### config.mk
export PLATFORM = sky130hd
export DESIGN_NAME = spart_flag_ctrl_flat
export DESIGN_NICKNAME = d
export VERILOG_FILES = /design/src/rtl/spart_pkg.sv /design/src/rtl/spart_flag_ctrl_if.sv /design/src/rtl/spart_flag_ctrl_rise_edge.sv /design/src/rtl/spart_flag_ctrl.sv /design/src/flat_wrapper.sv
export SDC_FILE = /design/constraint.sdc
export NUM_CORES = 1
export LEC_CHECK = 0
export CAP_MARGIN = 20
export CORE_UTILIZATION = 25
export CTS_CLUSTER_SIZE = 24
export DETAILED_ROUTE_END_ITERATION = 7
export PLACE_DENSITY = 0.58
export SLEW_MARGIN = 0
export SYNTH_ARGS = -nofsm -noshare
export SYNTH_HDL_FRONTEND = slang
export SYNTH_HIERARCHICAL = 1
export SYNTH_SLANG_ARGS = --single-unit
### constraint.sdc
create_clock -name clk -period 1.75 [get_ports clk]
set_input_delay 0.175 -clock clk [delete_from_list [all_inputs] [get_ports clk]]
set_output_delay 0.175 -clock clk [all_outputs]
set_load 0.02 [all_outputs]
### src/rtl/spart_pkg.sv
// Shared types and constants for the SPART flag controller.
package spart_pkg;
  localparam int BYTE_W         = 8;
  localparam int WORD_W         = 32;
  localparam int BYTES_PER_WORD = WORD_W / BYTE_W;
  localparam logic [BYTE_W-1:0] STOP_BYTE_DEFAULT = 8'h1B;

  typedef enum logic [1:0] {
    TX_IDLE      = 2'd0,
    TX_SEND      = 2'd1,
    TX_WAIT_BUSY = 2'd2,
    TX_DRAIN     = 2'd3
  } tx_state_t;
endpackage

### src/rtl/spart_flag_ctrl_if.sv
// UART byte side plus CPU flag side of spart_flag_ctrl.
// SPART_OVERRUN_CNT_EN adds the overrun_cnt signal.
interface spart_flag_ctrl_if;
  logic        rx_valid;
  logic [7:0]  rx_byte;
  logic        received_data;
  logic [31:0] rx_word;
  logic        received_ak;
  logic        stop_data;
  logic        stop_ak;
  logic        send_data;
  logic [31:0] tx_word;
  logic        tx_start;
  logic [7:0]  tx_byte;
  logic        tx_busy;
  logic        tx_active;
  logic        overrun;
`ifdef SPART_OVERRUN_CNT_EN
  logic [7:0]  overrun_cnt;
`endif

  modport slave (
    input  rx_valid, rx_byte, received_ak, stop_ak, send_data, tx_word, tx_busy,
    output received_data, rx_word, stop_data, tx_start, tx_byte, tx_active, overrun
`ifdef SPART_OVERRUN_CNT_EN
    , overrun_cnt
`endif
  );

  modport master (
    output rx_valid, rx_byte, received_ak, stop_ak, send_data, tx_word, tx_busy,
    input  received_data, rx_word, stop_data, tx_start, tx_byte, tx_active, overrun
`ifdef SPART_OVERRUN_CNT_EN
    , overrun_cnt
`endif
  );
endinterface

### src/rtl/spart_flag_ctrl_rise_edge.sv
// Registered rising-edge detector: rise_o = in_i & ~in_q.
module rise_edge (
  input  logic clk,
  input  logic rst_n,
  input  logic in_i,
  output logic rise_o
);
  logic in_q, in_d;

  always_comb in_d = in_i;

  always_ff @(posedge clk or negedge rst_n)
    if (!rst_n) in_q <= 1'b0;
    else        in_q <= in_d;

  assign rise_o = in_i & ~in_q;
endmodule

### src/rtl/spart_flag_ctrl.sv
// SPART-side CPU flag handshake: RX word assembly, stop detection, TX word serializer.
// Optional SPART_OVERRUN_CNT_EN adds a saturating dropped-word counter.
module spart_flag_ctrl
  import spart_pkg::*;
#(
  parameter logic [BYTE_W-1:0] STOP_BYTE = STOP_BYTE_DEFAULT
) (
  input logic              clk,
  input logic              rst_n,
  spart_flag_ctrl_if.slave bus
);
  localparam int NUM_EDGES = 3;

  logic [NUM_EDGES-1:0] lvl, rise;
  logic                 rak_rise, sak_rise, send_rise;

  assign lvl = {bus.send_data, bus.stop_ak, bus.received_ak};

  for (genvar i = 0; i < NUM_EDGES; i++) begin : g_edge
    rise_edge u_rise (.clk(clk), .rst_n(rst_n), .in_i(lvl[i]), .rise_o(rise[i]));
  end

  assign rak_rise  = rise[0];
  assign sak_rise  = rise[1];
  assign send_rise = rise[2];

  // RX side
  logic [1:0]          byte_cnt_q, byte_cnt_d;
  logic [23:0]         partial_q, partial_d;
  logic [WORD_W-1:0]   rx_word_q, rx_word_d;
  logic                received_data_q, received_data_d;
  logic                stop_data_q, stop_data_d;
  logic                overrun_q, overrun_d;
  logic                stop_hit, data_in, word_done, accept, drop;
`ifdef SPART_OVERRUN_CNT_EN
  logic [7:0]          ovr_cnt_q, ovr_cnt_d;
`endif

  always_comb begin
    byte_cnt_d      = byte_cnt_q;
    partial_d       = partial_q;
    rx_word_d       = rx_word_q;
    received_data_d = received_data_q;
    stop_data_d     = stop_data_q;
    overrun_d       = overrun_q;

    stop_hit  = bus.rx_valid && (byte_cnt_q == 2'd0) && (bus.rx_byte == STOP_BYTE);
    data_in   = bus.rx_valid && !stop_hit;
    word_done = data_in && (byte_cnt_q == 2'd3);
    // An ack edge in the completion cycle frees the slot, so the new word is taken.
    accept    = word_done && (!received_data_q || rak_rise);
    drop      = word_done && !accept;

    if (data_in) begin
      byte_cnt_d = byte_cnt_q + 2'd1;
      case (byte_cnt_q)
        2'd0:    partial_d[7:0]   = bus.rx_byte;
        2'd1:    partial_d[15:8]  = bus.rx_byte;
        2'd2:    partial_d[23:16] = bus.rx_byte;
        default: partial_d        = partial_q;
      endcase
    end

    if (accept)        begin rx_word_d = {bus.rx_byte, partial_q}; received_data_d = 1'b1; end
    else if (rak_rise) received_data_d = 1'b0;

    if (stop_hit)      stop_data_d = 1'b1;
    else if (sak_rise) stop_data_d = 1'b0;

    if (drop)          overrun_d = 1'b1;
    else if (sak_rise) overrun_d = 1'b0;
  end

`ifdef SPART_OVERRUN_CNT_EN
  always_comb begin
    ovr_cnt_d = sak_rise ? 8'd0 : ovr_cnt_q;
    if (drop && ovr_cnt_d != 8'hFF) ovr_cnt_d = ovr_cnt_d + 8'd1;
  end

  always_ff @(posedge clk or negedge rst_n)
    if (!rst_n) ovr_cnt_q <= 8'd0;
    else        ovr_cnt_q <= ovr_cnt_d;

  assign bus.overrun_cnt = ovr_cnt_q;
`endif

  always_ff @(posedge clk or negedge rst_n)
    if (!rst_n) begin
      byte_cnt_q      <= 2'd0;
      partial_q       <= '0;
      rx_word_q       <= '0;
      received_data_q <= 1'b0;
      stop_data_q     <= 1'b0;
      overrun_q       <= 1'b0;
    end else begin
      byte_cnt_q      <= byte_cnt_d;
      partial_q       <= partial_d;
      rx_word_q       <= rx_word_d;
      received_data_q <= received_data_d;
      stop_data_q     <= stop_data_d;
      overrun_q       <= overrun_d;
    end

  // TX side
  tx_state_t          state_q, state_d;
  logic [1:0]         idx_q, idx_d;
  logic [WORD_W-1:0]  word_q, word_d;
  logic               tx_start_q, tx_start_d;
  logic [BYTE_W-1:0]  tx_byte_q, tx_byte_d;

  always_comb begin
    state_d    = state_q;
    idx_d      = idx_q;
    word_d     = word_q;
    tx_start_d = 1'b0;
    tx_byte_d  = tx_byte_q;
    case (state_q)
      TX_IDLE:
        if (send_rise) begin
          word_d  = bus.tx_word;
          idx_d   = 2'd0;
          state_d = TX_SEND;
        end
      TX_SEND:
        if (!bus.tx_busy) begin
          tx_start_d = 1'b1;
          tx_byte_d  = word_q[BYTE_W*idx_q +: BYTE_W];
          state_d    = TX_WAIT_BUSY;
        end
      TX_WAIT_BUSY:
        if (bus.tx_busy) state_d = TX_DRAIN;
      TX_DRAIN:
        if (!bus.tx_busy) begin
          if (idx_q == 2'(BYTES_PER_WORD - 1)) state_d = TX_IDLE;
          else begin
            idx_d   = idx_q + 2'd1;
            state_d = TX_SEND;
          end
        end
      default: state_d = TX_IDLE;
    endcase
  end

  always_ff @(posedge clk or negedge rst_n)
    if (!rst_n) begin
      state_q    <= TX_IDLE;
      idx_q      <= 2'd0;
      word_q     <= '0;
      tx_start_q <= 1'b0;
      tx_byte_q  <= '0;
    end else begin
      state_q    <= state_d;
      idx_q      <= idx_d;
      word_q     <= word_d;
      tx_start_q <= tx_start_d;
      tx_byte_q  <= tx_byte_d;
    end

  assign bus.received_data = received_data_q;
  assign bus.rx_word       = rx_word_q;
  assign bus.stop_data     = stop_data_q;
  assign bus.overrun       = overrun_q;
  assign bus.tx_start      = tx_start_q;
  assign bus.tx_byte       = tx_byte_q;
  assign bus.tx_active     = (state_q != TX_IDLE);
endmodule

### src/flat_wrapper.sv
// flat-port wrapper written by rule: the top's interface ports become plain ports
module spart_flag_ctrl_flat import spart_pkg::*;
#(
  parameter logic [BYTE_W-1:0] STOP_BYTE = STOP_BYTE_DEFAULT
)
  (clk, rst_n, bus_rx_valid, bus_rx_byte, bus_received_ak, bus_stop_ak, bus_send_data, bus_tx_word, bus_tx_busy, bus_received_data, bus_rx_word, bus_stop_data, bus_tx_start, bus_tx_byte, bus_tx_active, bus_overrun);
  spart_flag_ctrl_if bus_i ();
  input logic clk;
  input logic rst_n;
  input wire logic [$bits(bus_i.rx_valid)-1:0] bus_rx_valid;
  input wire logic [$bits(bus_i.rx_byte)-1:0] bus_rx_byte;
  input wire logic [$bits(bus_i.received_ak)-1:0] bus_received_ak;
  input wire logic [$bits(bus_i.stop_ak)-1:0] bus_stop_ak;
  input wire logic [$bits(bus_i.send_data)-1:0] bus_send_data;
  input wire logic [$bits(bus_i.tx_word)-1:0] bus_tx_word;
  input wire logic [$bits(bus_i.tx_busy)-1:0] bus_tx_busy;
  output wire logic [$bits(bus_i.received_data)-1:0] bus_received_data;
  output wire logic [$bits(bus_i.rx_word)-1:0] bus_rx_word;
  output wire logic [$bits(bus_i.stop_data)-1:0] bus_stop_data;
  output wire logic [$bits(bus_i.tx_start)-1:0] bus_tx_start;
  output wire logic [$bits(bus_i.tx_byte)-1:0] bus_tx_byte;
  output wire logic [$bits(bus_i.tx_active)-1:0] bus_tx_active;
  output wire logic [$bits(bus_i.overrun)-1:0] bus_overrun;
  assign bus_i.rx_valid = bus_rx_valid;
  assign bus_i.rx_byte = bus_rx_byte;
  assign bus_i.received_ak = bus_received_ak;
  assign bus_i.stop_ak = bus_stop_ak;
  assign bus_i.send_data = bus_send_data;
  assign bus_i.tx_word = bus_tx_word;
  assign bus_i.tx_busy = bus_tx_busy;
  assign bus_received_data = bus_i.received_data;
  assign bus_rx_word = bus_i.rx_word;
  assign bus_stop_data = bus_i.stop_data;
  assign bus_tx_start = bus_i.tx_start;
  assign bus_tx_byte = bus_i.tx_byte;
  assign bus_tx_active = bus_i.tx_active;
  assign bus_overrun = bus_i.overrun;
  spart_flag_ctrl #(.STOP_BYTE(STOP_BYTE)) u_core (.clk(clk), .rst_n(rst_n), .bus(bus_i));
endmodule
# Word level (Yosys, flattened, before mapping)
# Index checks and enable logic that the tools add are counted.
dict set report op_classes {
  add_sub_neg 2
  n_eq_ne 13
  shift 1
  n_mux 17
  n_bitwise 7
  n_reduce_logical 24
}
# op count
set ops {}
lappend ops {{32-bit by 6-bit variable part select with 8-bit output} 1}
lappend ops {{2-bit two-way mux} 7}
lappend ops {{2-bit == test, second input constant} 5}
lappend ops {{2-bit != test, second input constant} 5}
lappend ops {{2-bit AND reduction} 5}
lappend ops {{2-bit nonzero test} 5}
lappend ops {{8-bit by 5-bit == test with 1-bit output, second input constant} 1}
lappend ops {{1-bit two-way mux} 8}
lappend ops {{2-bit case mux with 4 select lines} 1}
lappend ops {{4-bit AND reduction} 2}
lappend ops {{1-bit logical AND} 6}
lappend ops {{2-bit by 1-bit adder with 2-bit output, second input constant} 2}
lappend ops {{2-bit by 1-bit == test with 1-bit output, second input constant} 2}
lappend ops {{2-bit zero test} 2}
lappend ops {{1-bit NOT} 4}
lappend ops {{2-bit case mux with 2 select lines} 1}
lappend ops {{1-bit AND} 3}
lappend ops {{1-bit zero test} 3}
lappend ops {{1-bit logical OR} 1}
dict set report totals {
  register_bits 109
  input_bits 47
  out_inout_bits 45
}

# Longest topological paths before layout
dict set report logic_depth {
  depth_word 10
  ltp_mapped 5
}

# Hierarchy
# Netlist, hierarchy kept.
# module instances cells_per_inst area_per_inst_um2 seq_area_each_um2
set by_module_without_submodules {}
lappend by_module_without_submodules {spart_flag_ctrl 1 275 4556.9 2652.5}
lappend by_module_without_submodules {rise_edge 3 2 38.8 25.0}

# Worst setup path before layout
# OpenSTA, ideal clock, no wires.
dict set report synth_timing {
  path_type {register to register}
  start {register u_core.byte_cnt_q[0]}
  end {register u_core.rx_word_q[10], in the netlist u_core/bus.rx_word[10]}
  arrival_ps 1582
  required_time_ps 1625
  setup_slack_ps 43
  stages_incl_launch_ff 6
  n_path_buf 1
  synth_period_minus_slack_ps 1707
  cell_sequence {dfrtp_1 -> inv_1 -> ha_1 -> a311oi_4 -> buf_6 -> mux2_4}
}
dict set report synth_via {
  elab_chain_cells 7
  word_cells_on_any_way 8
  classes_between {1 x eq/ne; 7 x reduce/logical}
}
# element line
set synth_rtl {}
lappend synth_rtl {{start, declared} spart_flag_ctrl.sv:28} ;# logic [1:0] byte_cnt_q, byte_cnt_d;
lappend synth_rtl {{start signal, assigned} spart_flag_ctrl.sv:96} ;# byte_cnt_q <= byte_cnt_d;
lappend synth_rtl {{2-bit zero test} spart_flag_ctrl.sv:47} ;# stop_hit = bus.rx_valid && (byte_cnt_q == 2'd0) && (bus.rx_byte == STOP_BYTE);
lappend synth_rtl {{1-bit logical AND (2 in a row)} spart_flag_ctrl.sv:47}
lappend synth_rtl {{1-bit zero test} spart_flag_ctrl.sv:48} ;# data_in = bus.rx_valid && !stop_hit;
lappend synth_rtl {{1-bit logical AND} spart_flag_ctrl.sv:48}
lappend synth_rtl {{1-bit logical AND *} spart_flag_ctrl.sv:49} ;# word_done = data_in && (byte_cnt_q == 2'd3);
lappend synth_rtl {{1-bit logical AND *} spart_flag_ctrl.sv:51} ;# accept = word_done && (!received_data_q || rak_rise);
lappend synth_rtl {{end signal, assigned} spart_flag_ctrl.sv:98} ;# rx_word_q <= rx_word_d;
lappend synth_rtl {{end, declared} spart_flag_ctrl.sv:30} ;# logic [WORD_W-1:0] rx_word_q, rx_word_d;
# Every way passes the cells marked *; elsewhere a longest branch is shown, timed or not.
# A chain may end at the register's enable or synchronous reset.

# Worst setup path after layout
dict set report layout_timing {
  start {register u_core.byte_cnt_q[0]}
  end {register u_core.rx_word_q[5], in the netlist u_core/bus.rx_word[5]}
}
# The elaborated chain is that of the path after synthesis.

==> out/results.tsv <==
stage	metric	value	unit
finish	Finished Layout Cells	643	
synth	YS warnings	6	
synth	synthesis-stage register bit count	109	
synth	sequential area share after synthesis	0.5837	
global_route	first-pass GRT wire length	16.57	mm
job	max-cap violations	0	
cts	worst skew pair latency	360	ps
timing	relative slew slack	0.6928	
finish	fill count	1717	
detailed_routing	WL/cell	15.89	um
finish	NumNets Final	466	
pwr	peak supply drop	0.0007982	V
outcome	failing checks	DRC	
finish	Seq. cell area	2728	um^2
floorplan	Starting Density	0.2575	
detailed_routing	DR vias	2758	
detailed_routing	1st-iter DRT viols	104	
worst_setup_path	Critical Path Start Type	flop	
worst_setup_path	crit path max fanout	10	
timing	Sum Neg Setup Slack	0	ps
detailed_routing	Total Wirelength	10.22	mm
worst_setup_path	endpoint type of the worst setup path	flop	
global_route	initial antenna violation count	0	
synth	Synth Cell Area	4673	um^2
finish	Util after Layout	0.3591	
placed_design	Post-DP HPWL	7.233	mm
detailed_routing	antenna-violating nets left	0	
timing	smallest setup slack after layout	45.25	ps
cts	CTS sink count	109	
worst_setup_path	CP Class	flop to flop	
cts	CTS tree	built	
timing	minimum clock period	1705	ps
synth	syn_area_per_cell	16.63	um^2
pwr	P_leak	2.811	nW
timing	fmax	0.5866	GHz
timing	final worst path period share	0.9741	
timing	fin. max-slew vios	0	
detailed_routing	vias per std cell	4.289	
timing	Worst Skew	8.277	ps
floorplan	die width	138.7	um
cts	Clock Tree Buf Depth	2	
pwr	Pwr Density	1788	nW/um^2
worst_setup_path	Arrival @ worst endpoint	1940	ps
outcome	status	finished, violations left	
finish	Layout area overhead	39.46	%
floorplan	die area	19240	um^2
placed_design	RD Place Congestion	0.7245	
synth	syn_nets	338	
global_route	GRT Total Usage	0.1106	
detailed_routing	drt pass-1 iters	6	
finish	layout cells sized above 1	0.4155	
finish	Multi-input gate area	1868	um^2
hold_path	Min-Delay Path Class	primary input to async pin	
detailed_routing	Residual DRC	9	
global_route	total grt overflow	0	
pwr	Power, Total	11.66	mW
floorplan	Ports	92	
placed_design	placed cell area	6082	um^2
floorplan	core area	18150	um^2
global_route	largest net degree at the start of global routing	62	
synth	Cell variety after synth	36	
cts	CTS clk-pin slew, worst paths	70	ps
finish	Finished Cell Area	6518	um^2
global_route	number of global-route vias before repair	3053	
synth	Synth Instances	281	
cts	total CTS buffers	9	
cts	root buf cell	clkbuf_16	
floorplan	row cnt	49	
worst_setup_path	CP Data Required Time	1990	ps
timing	Tightest Pin Transition	458.7	ps
timing	Final Hold Viols	0	
floorplan	die height	138.7	um
placed_design	cell total after placement	622	
placed_design	port buffer count	91	
timing	RSZ-0062 raised after global routing	yes	
placed_design	setup slack at placement	-316.4	ps
timing	setup violators final	0	
finish	ANT cells	0	
cts	H-tree level count	3	
timing	final hold slack	279.7	ps
cells by family after synthesis:
kind of cell,count (synthesis),synth area share
xor+xnor,1,0.001875
fa+ha+maj,10,0.02677
buf+inv,18,0.02115
flops,109,0.5837
mux,106,0.2985
compound gates,17,0.03615
simple gates,20,0.03186
worst max-delay path, stage by stage, from the launching register on:
cell and delay (ps):
dfrtp_1 390, ha_2 210, nand2_2 70, a311oi_4 290, buf_4 190, buf_12 140
mux2_4 300
power by group:
part           total (mW)  leakage [nW]  switching [mW]  internal [mW]
combinational        5.09          1.35            2.03           3.07
sequential           4.43          1.31           0.680           3.75
clock                2.13         0.151           0.989           1.15
total                11.7          2.81            3.69           7.96
repair_timing:
item | in CTS | in global routing
gates cloned | 0 | 2
hold endpoints to repair | 25 | 0
setup buffers | 0 | 2
endpoints found under the setup margin | 11 | 13
gates resized for setup | 3 | 11
hold buffers | 1 | 0
pin swaps | 0 | 2
state kept, by name, summed over array words and instances, names as in the netlist:
register,count
u_core/bus.rx_word,32
u_core/word_q,32
u_core/partial_q,24
u_core/bus.tx_byte,8
u_core/g_edge.u_rise/in_q,3
u_core/byte_cnt_q,2
u_core/idx_q,2
u_core/state_q,2
u_core/bus.overrun,1
u_core/bus.received_data,1
u_core/bus.stop_data,1
u_core/bus.tx_start,1
synth_stat cells (all sizes together):
cell,n,area share
nor2,1,0.00080
ha,10,0.027
a41o,1,0.0021
mux4,8,0.039
a21o,1,0.0016
o2111ai,1,0.0019
o22ai,1,0.0013
nand3,1,0.0011
a32o,1,0.0021
o211ai,1,0.0016
a21oi,1,0.0019
nand2b,1,0.0013
a311oi,1,0.0056
nor4b,1,0.0051
a22o,3,0.0056
inv,8,0.0064
and3,1,0.0016
and4b,1,0.0021
a31oi,3,0.0067
buf,8,0.013
a2bb2oi,1,0.0019
and2,2,0.0027
clkbuf,2,0.0016
a211o,1,0.0019
nor2b,5,0.012
nand2,7,0.0056
mux2,97,0.26
dfrtp,109,0.58
a31o,1,0.0019
xnor2,1,0.0019
mux2i,1,0.0021
metal layers:
layer / GRT usage / up-vias / part of all wire
li1: - / 1263 / -
met1: 0.1370 / 1399 / 0.44
met2: 0.1739 / 89 / 0.46
met3: 0.05145 / 7 / 0.093
met4: 0.02807 / 0 / 0.0072
met5: 0 / - / 0
worst paths after layout:
| path | from | end | slack, ps | cells past startpoint |
|---|---|---|---|---|
| hold / removal | rst_n | u_core/bus.tx_byte[1] | 280 | 2 |
| setup reg to reg | u_core/byte_cnt_q[0] | u_core/bus.rx_word[5] | 50 | 6 |
| max in group asynchronous | rst_n | u_core/word_q[31] | 820 | 3 |
| hold reg to reg | u_core/word_q[21] | u_core/word_q[21] | 500 | 1 |
| setup / recovery | u_core/byte_cnt_q[0] | u_core/bus.rx_word[5] | 50 | 6 |
| min in group clk | bus_send_data | u_core/g_edge[2].u_rise/in_q | 300 | 1 |
cells in the final DEF, fill, tap and decap left out, types with 2 or more instances in the layout:
cell             netlist  layout
mux2_4                30      31
nand2_1                7       6
ha_2                   0       3
buf_6                  4       3
a31oi_2                2       2
inv_1                  8       7
buf_12                 0       5
a22o_1                 3       3
nor2b_4                3       3
and2_1                 2       2
mux2_2                67      66
inv_6                  0       2
ha_1                  10       7
mux4_2                 8       8
dfrtp_1              109     109
nor2b_1                2       2
clkdlybuf4s50_1        0      89
clkbuf_16              0      11
buf_4                  0      26
final cells by class:
type / instances / area share
Inverter: 8 / 0.004607
Tap cell: 229 / 0.04396
Timing Repair Buffer: 127 / 0.1977
Clock buffer: 9 / 0.03456
Clock inverter: 7 / 0.01401
Sequential cell: 109 / 0.4185
Multi-Input combinational cell: 154 / 0.2866
(Power assumes the default switching activity.)
